[src/rtl/subtractor_pkg.sv]
// Shared types and default sizing for the digit-serial subtractor.
// Optional signed-overflow output is enabled by defining SUB32_SERIAL_OVERFLOW_EN.
package subtractor_pkg;
   localparam int SUB_WIDTH   = 32;
   localparam int SUB_DIGIT_W = 4;

   typedef enum logic [1:0] {
      IDLE,
      BUSY,
      DONE
   } sub_state_t;
endpackage

[src/rtl/subtractor4.sv]
// Combinational single-digit subtractor: {borrow_o, diff_o} = a_i - b_i - borrow_i.
module subtractor4 #(
   parameter int W = 4
) (
   input  logic [W-1:0] a_i,
   input  logic [W-1:0] b_i,
   input  logic         borrow_i,
   output logic [W-1:0] diff_o,
   output logic         borrow_o
);
   logic [W:0] w_full;

   // The extra top bit goes negative exactly when a borrow is needed.
   assign w_full   = {1'b0, a_i} - {1'b0, b_i} - {{W{1'b0}}, borrow_i};
   assign diff_o   = w_full[W-1:0];
   assign borrow_o = w_full[W];
endmodule

[src/rtl/subtractor32_serial.sv]
// Digit-serial a - b - borrow, one DIGIT_W slice per cycle LSB first, valid/ready on both sides.
// Define SUB32_SERIAL_OVERFLOW_EN to add the overflow_o port and its sign-tracking registers.
module subtractor32_serial
   import subtractor_pkg::*;
#(
   parameter int WIDTH   = SUB_WIDTH,
   parameter int DIGIT_W = SUB_DIGIT_W
) (
   input  logic             clk_i,
   input  logic             rst_i,
   input  logic             valid_i,
   output logic             ready_o,
   input  logic [WIDTH-1:0] a_i,
   input  logic [WIDTH-1:0] b_i,
   input  logic             borrow_i,
   output logic             valid_o,
   input  logic             ready_i,
   output logic [WIDTH-1:0] diff_o,
   output logic             borrow_o,
   output logic             zero_o
`ifdef SUB32_SERIAL_OVERFLOW_EN
  ,output logic             overflow_o
`endif
);
   localparam int NDIG  = WIDTH / DIGIT_W;
   localparam int CNT_W = $clog2(NDIG + 1);
   localparam logic [CNT_W-1:0] LAST_CNT = CNT_W'(NDIG - 1);

   sub_state_t r_state, w_state_next;
   logic                     r_ready;
   logic [WIDTH-1:0]         r_a, r_b;
   logic [WIDTH-DIGIT_W-1:0] r_diff;
   logic                     r_borrow;
   logic [CNT_W-1:0]         r_cnt;
   logic [WIDTH-1:0]         r_diff_out;
   logic                     r_borrow_out, r_zero_out;
   logic [DIGIT_W-1:0]       w_digit_diff;
   logic                     w_digit_borrow;
   logic [WIDTH-1:0]         w_diff_full;
   logic                     w_accept, w_last, w_handshake;

   subtractor4 #(.W(DIGIT_W)) u_digit (
      .a_i      (r_a[DIGIT_W-1:0]),
      .b_i      (r_b[DIGIT_W-1:0]),
      .borrow_i (r_borrow),
      .diff_o   (w_digit_diff),
      .borrow_o (w_digit_borrow)
   );

   // Current digit enters from the top; after the last digit this is the whole difference.
   assign w_diff_full = {w_digit_diff, r_diff};

   always_comb begin
      w_state_next = r_state;
      w_accept     = 1'b0;
      w_last       = 1'b0;
      w_handshake  = 1'b0;
      case (r_state)
         IDLE: if (valid_i && r_ready) begin
            w_accept     = 1'b1;
            w_state_next = BUSY;
         end
         BUSY: if (r_cnt == LAST_CNT) begin
            w_last       = 1'b1;
            w_state_next = DONE;
         end
         DONE: if (ready_i) begin
            w_handshake  = 1'b1;
            w_state_next = IDLE;
         end
         default: w_state_next = IDLE;
      endcase
   end

   always_ff @(posedge clk_i or posedge rst_i) begin
      if (rst_i) begin
         r_state <= IDLE;
         r_ready <= 1'b0;
      end else begin
         r_state <= w_state_next;
         r_ready <= (w_state_next == IDLE);
      end
   end

   always_ff @(posedge clk_i or posedge rst_i) begin
      if (rst_i) begin
         r_a      <= '0;
         r_b      <= '0;
         r_diff   <= '0;
         r_borrow <= 1'b0;
         r_cnt    <= '0;
      end else if (w_accept) begin
         r_a      <= a_i;
         r_b      <= b_i;
         r_borrow <= borrow_i;
         r_cnt    <= '0;
      end else if (r_state == BUSY) begin
         r_a      <= r_a >> DIGIT_W;
         r_b      <= r_b >> DIGIT_W;
         r_diff   <= w_diff_full[WIDTH-1:DIGIT_W];
         r_borrow <= w_digit_borrow;
         r_cnt    <= r_cnt + CNT_W'(1);
      end
   end

   // Result registers load once at completion so they stay put under back-pressure.
   always_ff @(posedge clk_i or posedge rst_i) begin
      if (rst_i) begin
         r_diff_out   <= '0;
         r_borrow_out <= 1'b0;
         r_zero_out   <= 1'b0;
      end else if (w_last) begin
         r_diff_out   <= w_diff_full;
         r_borrow_out <= w_digit_borrow;
         r_zero_out   <= (w_diff_full == '0);
      end
   end

`ifdef SUB32_SERIAL_OVERFLOW_EN
   logic r_a_msb, r_b_msb, r_ovf_out;

   always_ff @(posedge clk_i or posedge rst_i) begin
      if (rst_i) begin
         r_a_msb   <= 1'b0;
         r_b_msb   <= 1'b0;
         r_ovf_out <= 1'b0;
      end else begin
         if (w_accept) begin
            r_a_msb <= a_i[WIDTH-1];
            r_b_msb <= b_i[WIDTH-1];
         end
         if (w_last)
            r_ovf_out <= (r_a_msb != r_b_msb) && (w_diff_full[WIDTH-1] != r_a_msb);
      end
   end

   assign overflow_o = r_ovf_out;
`endif

   assign ready_o  = r_ready;
   assign valid_o  = (r_state == DONE);
   assign diff_o   = r_diff_out;
   assign borrow_o = r_borrow_out;
   assign zero_o   = r_zero_out;

   logic w_unused;
   assign w_unused = w_handshake;
endmodule

[config.mk]
export PLATFORM = sky130hd
export DESIGN_NAME = subtractor32_serial
export DESIGN_NICKNAME = d
export VERILOG_FILES = /design/src/rtl/subtractor_pkg.sv /design/src/rtl/subtractor4.sv /design/src/rtl/subtractor32_serial.sv
export SDC_FILE = /design/constraint.sdc
export NUM_CORES = 1
export LEC_CHECK = 0
export BUFFER_PORTS_ARGS = -buffer_cell sky130_fd_sc_hd__buf_2
export CORE_AREA = 2 2 101 103
export DETAILED_ROUTE_END_ITERATION = 7
export DIE_AREA = 0 0 103 105
export PLACE_DENSITY_LB_ADDON = 0.15
export RECOVER_POWER = 50
export SLEW_MARGIN = 10
export SYNTH_ARGS = -nofsm -noshare
export SYNTH_HDL_FRONTEND = slang
export SYNTH_SLANG_ARGS = --single-unit
[constraint.sdc]
create_clock -name clk_i -period 11.9 [get_ports clk_i]
set_clock_uncertainty 0.15 [all_clocks]
set_input_delay 1.19 -clock clk_i [delete_from_list [all_inputs] [get_ports clk_i]]
set_output_delay 1.19 -clock clk_i [all_outputs]
set_load 0.02 [all_outputs]
# == Yosys cells after proc, flatten, opt, wreduce, memory -nomap -nowiden ==
# Index checks and enable logic that the tools add are counted.
# classes
bitwise,1
eq_ne,3
add_sub_neg,3
reduce_logical,6
muxes,16
# op_table
cell,count
$mux W32,4
$logic_not A32 Y1,1
$mux W4,2
$mux W1,6
$mux W2,3
$pmux W2 S3,1
$sub A4 B4 Y5,1
$sub A5 B1 Y5,1
$add A4 B1 Y4 const B,1
$eq A4 B3 Y1 const B,1
$logic_not A2 Y1,2
$eq A2 B1 Y1 const B,1
$eq A2 B2 Y1 const B,1
$reduce_and A2 Y1,1
$reduce_bool A2 Y1,1
$logic_and A1 B1 Y1,1
$not A1 Y1,1
# totals
inputBits,69
wordCells,39
reg_bits,134

# == Longest topological paths before layout ==
# Gate-level depths: netlist (run 1).
# depth
word_depth,5
ltp_mapped,8

# == Modules after synthesis ==
# From an unflattened synthesis (run 1), not the netlist that was laid out.
# unflattened
cells_unflattened,484
area_unflattened_um2,5731.7
# modules_own_cells
mod,cells_per_inst,area_each_um2,instances
subtractor32_serial,457,5515.3,1
subtractor4,27,216.5,1

# == Worst setup path after synthesis (run 1) ==
# No wires, ideal clock.
# synth_timing
path_kind,reg-to-reg
start,register r_a[0]
end,"register r_zero_out, in the netlist zero_o"
slack_ns,9.673
arrival_ns,2.013
stages_incl_launch_ff,7
setup_time_ns,0.064
period_less_slack_ns,2.227
required_ns,11.686
path_cell_list,dfrtp_1 > fa_1 > fa_1 > nor4_1 > nand4_1 > nor3_1 > a31o_2
# synth_via
elab_chain_len,3
# synth_rtl
item,line,source
from (decl),subtractor32_serial.sv:31,"logic [WIDTH-1:0] r_a, r_b;"
from (signal assigned),subtractor32_serial.sv:93,r_a <= a_i;
from (signal assigned),subtractor32_serial.sv:98,r_a <= r_a >> DIGIT_W;
$sub A4 B4 Y5,subtractor4.sv:14,"assign w_full = {1'b0, a_i} - {1'b0, b_i} - {{W{1'b0}}, borrow_i};"
$sub A5 B1 Y5,subtractor4.sv:14,
named net u_digit.diff_o[1],subtractor4.sv:8,"output logic [W-1:0] diff_o,"
$logic_not A32 Y1,subtractor32_serial.sv:115,r_zero_out <= (w_diff_full == '0);
to (signal assigned),subtractor32_serial.sv:115,
to (decl),subtractor32_serial.sv:36,"logic r_borrow_out, r_zero_out;"
# The timed path passes the listed nets, and every way through them passes these cells.
# A chain may end at the register's enable or synchronous reset.

==> results.yml, run 1 <==
sta:
  post-route-worst-setup-slack_ps: 6300
  rsz0062_at_grt: "no"
  post-route-period-util: 0.471
  final_max_slew_viol_count: 219
  max_slew.worst_pin.slew_ps: 3310
  holdWs_ps: 314
  maxSlewHeadroom: -1.21
  final_hold_violation_count: 0
  final-setup-viol-count: 0
  fmax_mhz: 179
  minimum_clock_period_after_layout_ps: 5600
  tns_ps: 0
logic_synthesis:
  synth.area.top_cells: "dfrtp_1 (59%), nand2_1 (20%), a22oi_1 (7.0%), o21ai_0 (1.6%), ha_1 (1.6%)"
  synthXorXnorAreaFrac: 0.00776
  post_synth_fa_ha_maj_area_fraction: 0.0226
  synthMostInstantiatedCell: "nand2_1"
  postSynth.asyncResetShare: 1.00
  dominant_combinational_cell_family_by_area_after_synthesis: "simple AND/OR/NAND/NOR gates"
  netlist_area_um2: 5640
  synth_seq_cells: 134
  synth.avg_cell_area_um2: 9.38
  synth-seq-area-share: 0.594
  synth_compound_gate_area_share: 0.103
  yosysTopAreaCellShare: 0.594
  synthDistinctLibCells: 33
  synth-edff-count: 0
  synth_commonest_cells: "nand2_1 (296), dfrtp_1 (134), a22oi_1 (53)"
  yosys.area.top_type: "dfrtp_1"
  post_synth_mux_area_share: 0
  dominantRegCellSynth: "dfrtp_1"
  yosys_warns: 0
  post_synth_and_or_nand_nor_area_fraction: 0.227
  syn_inst: 602
  syn-num-nets: 680
detailed_routing:
  wl_per_cell_um: 14.1
  detail_route.vias_per_cell: 5.32
  ant_nets: 0
  dr_total_vias: 4459
  drt-total-wl_mm: 11.8
  detail_route.drc_violations: 0
  drt-initial-drc-count: 269
  drtPass1Iterations: 5
layout:
  antenna_cells: 0
  drive_above_1_share: 0.197
  nFillCells: 815
  num-nets-final: 770
  multiInputGateArea_um2: 2040
  storage_element_area_um2: 3350
  area_delta_synth_final_pct: 19.9
  stdcell_count: 838
critical_path:
  timing_worst_setup_path_type: "primary input to async pin"
  critical_path.endpoint_type: "async pin"
  path_max_fanout: 73
  cp_slowest_stage_delay_ps: 2280
  ff2ff_path_depth: 5
  crit_path_top_delay_cell: "clkbuf_1"
  cp_cell_sequence: "buf_2 > clkinvlp_2 > clkbuf_1"
  cp_data_arrival_time_ps: 5400
  required_time_at_the_endpoint_of_the_critical_path_ps: 11700
  worst_setup_path_start_kind: "primary input"
cts:
  cts_made_buffers: 17
  cts-resized-gates: 0
  cts_sinks: 134
  clkTransAtPathRegs_ps: 50
  tritoncts: "done"
  clock_tree.root_cell: "clkbuf_8"
  post-cts-setup-buffer-count: 0
  ctsLongestPathBuffers: 2
  cts_hold_fix_bufs: 0
  cts.htree.levels: 4
  insertion_delay_ps: 530
run:
  max_cap_viol_count: 3
die:
  num_io_pins: 105
  die_y_um: 105
  core_area_um2: 9640
  initial_utilization: 0.586
  die_x_um: 103
  die_area_um2: 10800
  placementRows: 36
placed_design:
  dp.cells: 806
  detailedPlace.worstSlack_ps: 8500
  dp_hpwl_mm: 7.39
  port_buffers: 104
  final_wtd_congestion: 0.754
grt:
  antenna_found_initial: 0
  global_route.overflow_total: 0
  first_global_vias: 4370
  maximum_number_of_pins_on_one_net_before_global_route_repair: 82
  track_usage: 0.239
  grt_first_pass_wirelength_mm: 20.3
min_path:
  hp-class: "register to register"
  hold_path_depth: 2
pwr:
  leakage_power_summed_over_all_cells_nw: 3.67
  vdd_ir_drop_max_uv: 132
  report.power.total_mw: 1.94
  power.density_cell_area_nw_per_um2: 286
outcome:
  status: "finished with violations"
  violations_in_the_final_reports: "capacitance limit, slew limit"
cells by family after synthesis:
logic type,after synthesis
DFF,134
and+or+nand+nor,323
buffers and inverters,47
xor gates and xnor gates,5
AOI/OAI and AO/OA,84
adders and majority gates,9
flip-flops by register name, indices dropped and copies added (netlist names):
| register | flops |
|---|---|
| r_state | 2 |
| zero_o | 1 |
| r_diff | 28 |
| borrow_o | 1 |
| ready_o | 1 |
| r_borrow | 1 |
| r_a | 32 |
| r_b | 32 |
| diff_o | 32 |
| r_cnt | 4 |
cell type report:
cell class | count | share of cell area
Sequential cell | 134 | 0.496
Timing Repair Buffer | 108 | 0.0797
Clock inverter | 8 | 0.0213
Inverter | 10 | 0.00573
Clock buffer | 24 | 0.0710
Multi-Input combinational cell | 421 | 0.302
Tap cell | 133 | 0.0246
worst max-delay path: cells and delay by family:
kind / cells / cell delay (ps)
buf+inv: 3 / 4110
placed cells by master, fill, tap and decap left out, drive strengths merged, types with 2 or more instances in the layout:
cell,netlist,layout
o21ai,22,22
bufinv,0,4
nor2,3,3
buf,28,105
nand2b,3,3
clkbuf,9,27
clkinv,0,4
ha,7,7
fa,2,2
nand4,2,2
dfrtp,134,134
nor3,6,6
xnor2,4,4
a221o,4,4
nand2,296,296
and2,2,2
a22oi,53,53
nor4,6,6
inv,10,9
per-layer routing:
layer / vias to the layer above / global-route usage / share of wire
met3: 19 / 0.0829 / 0.058
met5: - / 0 / 0
met1: 2158 / 0.324 / 0.43
met2: 126 / 0.365 / 0.49
li1: 2156 / - / -
met4: 0 / 0.0667 / 0.017
where the power goes:
part,switching [mW],internal (mW),total [mW]
logic,0.414,0.227,0.641
registers,0.116,0.633,0.749
clock network,0.186,0.362,0.548
total,0.716,1.22,1.94
stage by stage:
stage	utilization	instance area (µm²)
finish	0.702	6770
global route	0.702	6770
CTS	0.703	6780
detailed placement	0.639	6160
global placement	0.639	6160
floorplan	-	5640
final timing paths:
check | start | end | slack, ps
min reg2reg | diff_o[10] | diff_o[10] | 310
min in group asynchronous | rst_i | r_a[30] | 1390
max reg2reg | r_state[1] | r_borrow | 7150
max in group clk_i | valid_i | r_borrow | 6920
max | rst_i | r_diff[10] | 6300
min | diff_o[10] | diff_o[10] | 310
(Power assumes the default switching activity.)
==> run 2, diff against run 1 <==
--- a/config.mk
+++ b/config.mk
@@ -6,9 +6,9 @@
 export NUM_CORES = 1
 export LEC_CHECK = 0
 export BUFFER_PORTS_ARGS = -buffer_cell sky130_fd_sc_hd__buf_2
-export CORE_AREA = 2 2 101 103
+export CORE_AREA = 2 2 105 107
 export DETAILED_ROUTE_END_ITERATION = 7
-export DIE_AREA = 0 0 103 105
+export DIE_AREA = 0 0 107 109
 export PLACE_DENSITY_LB_ADDON = 0.15
 export RECOVER_POWER = 50
 export SLEW_MARGIN = 10
==> constraint.sdc (replaced) <==
create_clock -name clk_i -period 5.6 [get_ports clk_i]
set_clock_uncertainty 0.15 [all_clocks]
set_input_delay 0.56 -clock clk_i [delete_from_list [all_inputs] [get_ports clk_i]]
set_output_delay 0.56 -clock clk_i [all_outputs]
set_load 0.02 [all_outputs]
==> run 2 against run 1 <==
The run still ends with capacitance limit, slew limit left. Core utilization fell by 6.2 points. Die area increased by 7.8%. Setup slack worse by 4500 ps. Count of clock-buffer cells in the layout decreased by 4. Non-clock buffer count increased by 4. Sequential power up 110%. First-iteration DRC count is 23% lower. Sequential share of layout area decreased by 0.14 points. Largest cell class unchanged.
==> results.yml, run 2 (synthesis results as in run 1) <==
die:
  num_io_pins: 105
  die_x_um: 107
  placementRows: 38
  initial_utilization: 0.532
  die_y_um: 109
  core_area_um2: 10600
  die_area_um2: 11700
cts:
  insertion_delay_ps: 520
  clock_tree.root_cell: "clkbuf_8"
  cts-resized-gates: 0
  cts_made_buffers: 17
  post-cts-setup-buffer-count: 0
  ctsLongestPathBuffers: 2
  cts_hold_fix_bufs: 1
  tritoncts: "done"
  cts_sinks: 134
  clkTransAtPathRegs_ps: 60
  cts.htree.levels: 4
critical_path:
  crit_path_frequent_cell: "buf_4"
  required_time_at_the_endpoint_of_the_critical_path_ps: 5760
  path_max_fanout: 36
  crit_path_top_delay_cell: "nor2b_1"
  cp_slowest_stage_delay_ps: 1460
  cp_cell_sequence: "nor2b_1 > buf_4 > nor2_1 > buf_4 > nand2_1 > o21ai_0"
  timing_worst_setup_path_type: "register to register"
  critical_path.endpoint_type: "register"
  cp_data_arrival_time_ps: 3930
  r2r_setup_slack_ps: 1840
  worst_setup_path_start_kind: "register"
detailed_routing:
  detail_route.drc_violations: 0
  wl_per_cell_um: 14.5
  drt-total-wl_mm: 12.3
  dr_total_vias: 4416
  drt-initial-drc-count: 208
  ant_nets: 0
  drtPass1Iterations: 5
  detail_route.vias_per_cell: 5.20
grt:
  first_global_vias: 4289
  global_route.overflow_total: 0
  grt_first_pass_wirelength_mm: 20.1
  track_usage: 0.225
  maximum_number_of_pins_on_one_net_before_global_route_repair: 82
  antenna_found_initial: 0
placed_design:
  detailedPlace.worstSlack_ps: 3010
  final_wtd_congestion: 0.790
  port_buffers: 104
  dp_hpwl_mm: 7.60
layout:
  area_delta_synth_final_pct: 20.2
  antenna_cells: 0
  drive_above_1_share: 0.154
  layout.cells.most_common: "nand2_1"
  most_used_cells_in_the_layout_excluding_fill_and_tap_cells: "nand2_1 (296), dfrtp_1 (134), buf_2 (68), a22oi_1 (53), clkbuf_1 (37)"
  num-nets-final: 774
sta:
  post-route-period-util: 0.672
  final_max_slew_viol_count: 136
  maxSlewHeadroom: -0.773
  minimum_clock_period_after_layout_ps: 3760
  max_slew.worst_pin.slew_ps: 2650
  tns_ps: 0
  final-setup-viol-count: 0
  final_hold_violation_count: 0
  fmax_mhz: 266
  rsz0062_at_grt: "no"
  post-route-worst-setup-slack_ps: 1840
run:
  max_cap_viol_count: 3
outcome:
  status: "finished with violations"
  violations_in_the_final_reports: "capacitance limit, slew limit"
pwr:
  vdd_ir_drop_max_uv: 220
  power.density_cell_area_nw_per_um2: 610
  leakage_power_summed_over_all_cells_nw: 3.55
min_path:
  hp-class: "primary input to register"
## run 2: cell types whose count changed in the layout (fill, tap and decap cells not counted), sizes merged
cell,previous run,this run
clkinv,4,6
clkinvlp,1,2
buf,105,74
clkbuf,27,57
bufinv,4,5
dlygate4sd3,0,1
## run 2: path summary, 6_finish.rpt
| path | to | cells after the start | from |
|---|---|---|---|
| setup reg to reg | r_cnt[0] | 6 | r_state[1] |
| setup / recovery | r_cnt[0] | 6 | r_state[1] |
| max in group asynchronous | r_b[1] | 4 | rst_i |
| hold / removal | r_state[1] | 2 | ready_i |
| min in group asynchronous | ready_o | 3 | rst_i |
| hold reg to reg | diff_o[18] | 2 | diff_o[18] |
## run 2: metal layers
layer | vias to the layer above | routed length, µm | share of wire | track usage
met2 | 118 | 6020 | 0.49 | 0.366
met5 | - | 0 | 0 | 0
met4 | 0 | 221 | 0.018 | 0.0881
met3 | 19 | 694 | 0.056 | 0.0634
li1 | 2160 | - | - | -
met1 | 2119 | 5360 | 0.44 | 0.288
## run 2: cell type report
class                      count  area, µm²
fill                         905       3820
sequential                   134       3350
multi-input combinational    421       2030
inverter                      10       38.8
clock buffer                  20        455
tap                          140        175
timing repair buffer         112        534
clock inverter                12        199
## run 2: where the power goes
group	internal, mW	total [mW]	switching (mW)
clock network	0.803	1.21	0.406
logic	0.454	1.33	0.879
registers	1.34	1.60	0.251
total	2.60	4.14	1.54
## run 2: worst max-delay path: cells and delay by family (launching register included)
| kind | cells | cell delay, ps |
|---|---|---|
| AND/OR/NAND/NOR | 3 | 1950 |
| buffers and inverters | 2 | 960 |
| flip-flops | 1 | 400 |
| AO/OA/AOI/OAI | 1 | 80 |
## run 2: stage by stage
step / instance area (µm²) / utilization / hold slack, ps / power [mW] / std cells
after floorplan: 5640 / - / 295 / 2.62 / 602
after global placement: 6190 / 0.584 / 303 / 2.91 / 816
after detailed placement: 6190 / 0.584 / 311 / 2.97 / 816
after CTS: 6850 / 0.646 / 75.2 / 4.20 / 849
after global routing: 6780 / 0.640 / 86.0 / 4.43 / 849
final: 6780 / 0.640 / 91.8 / 4.14 / 849
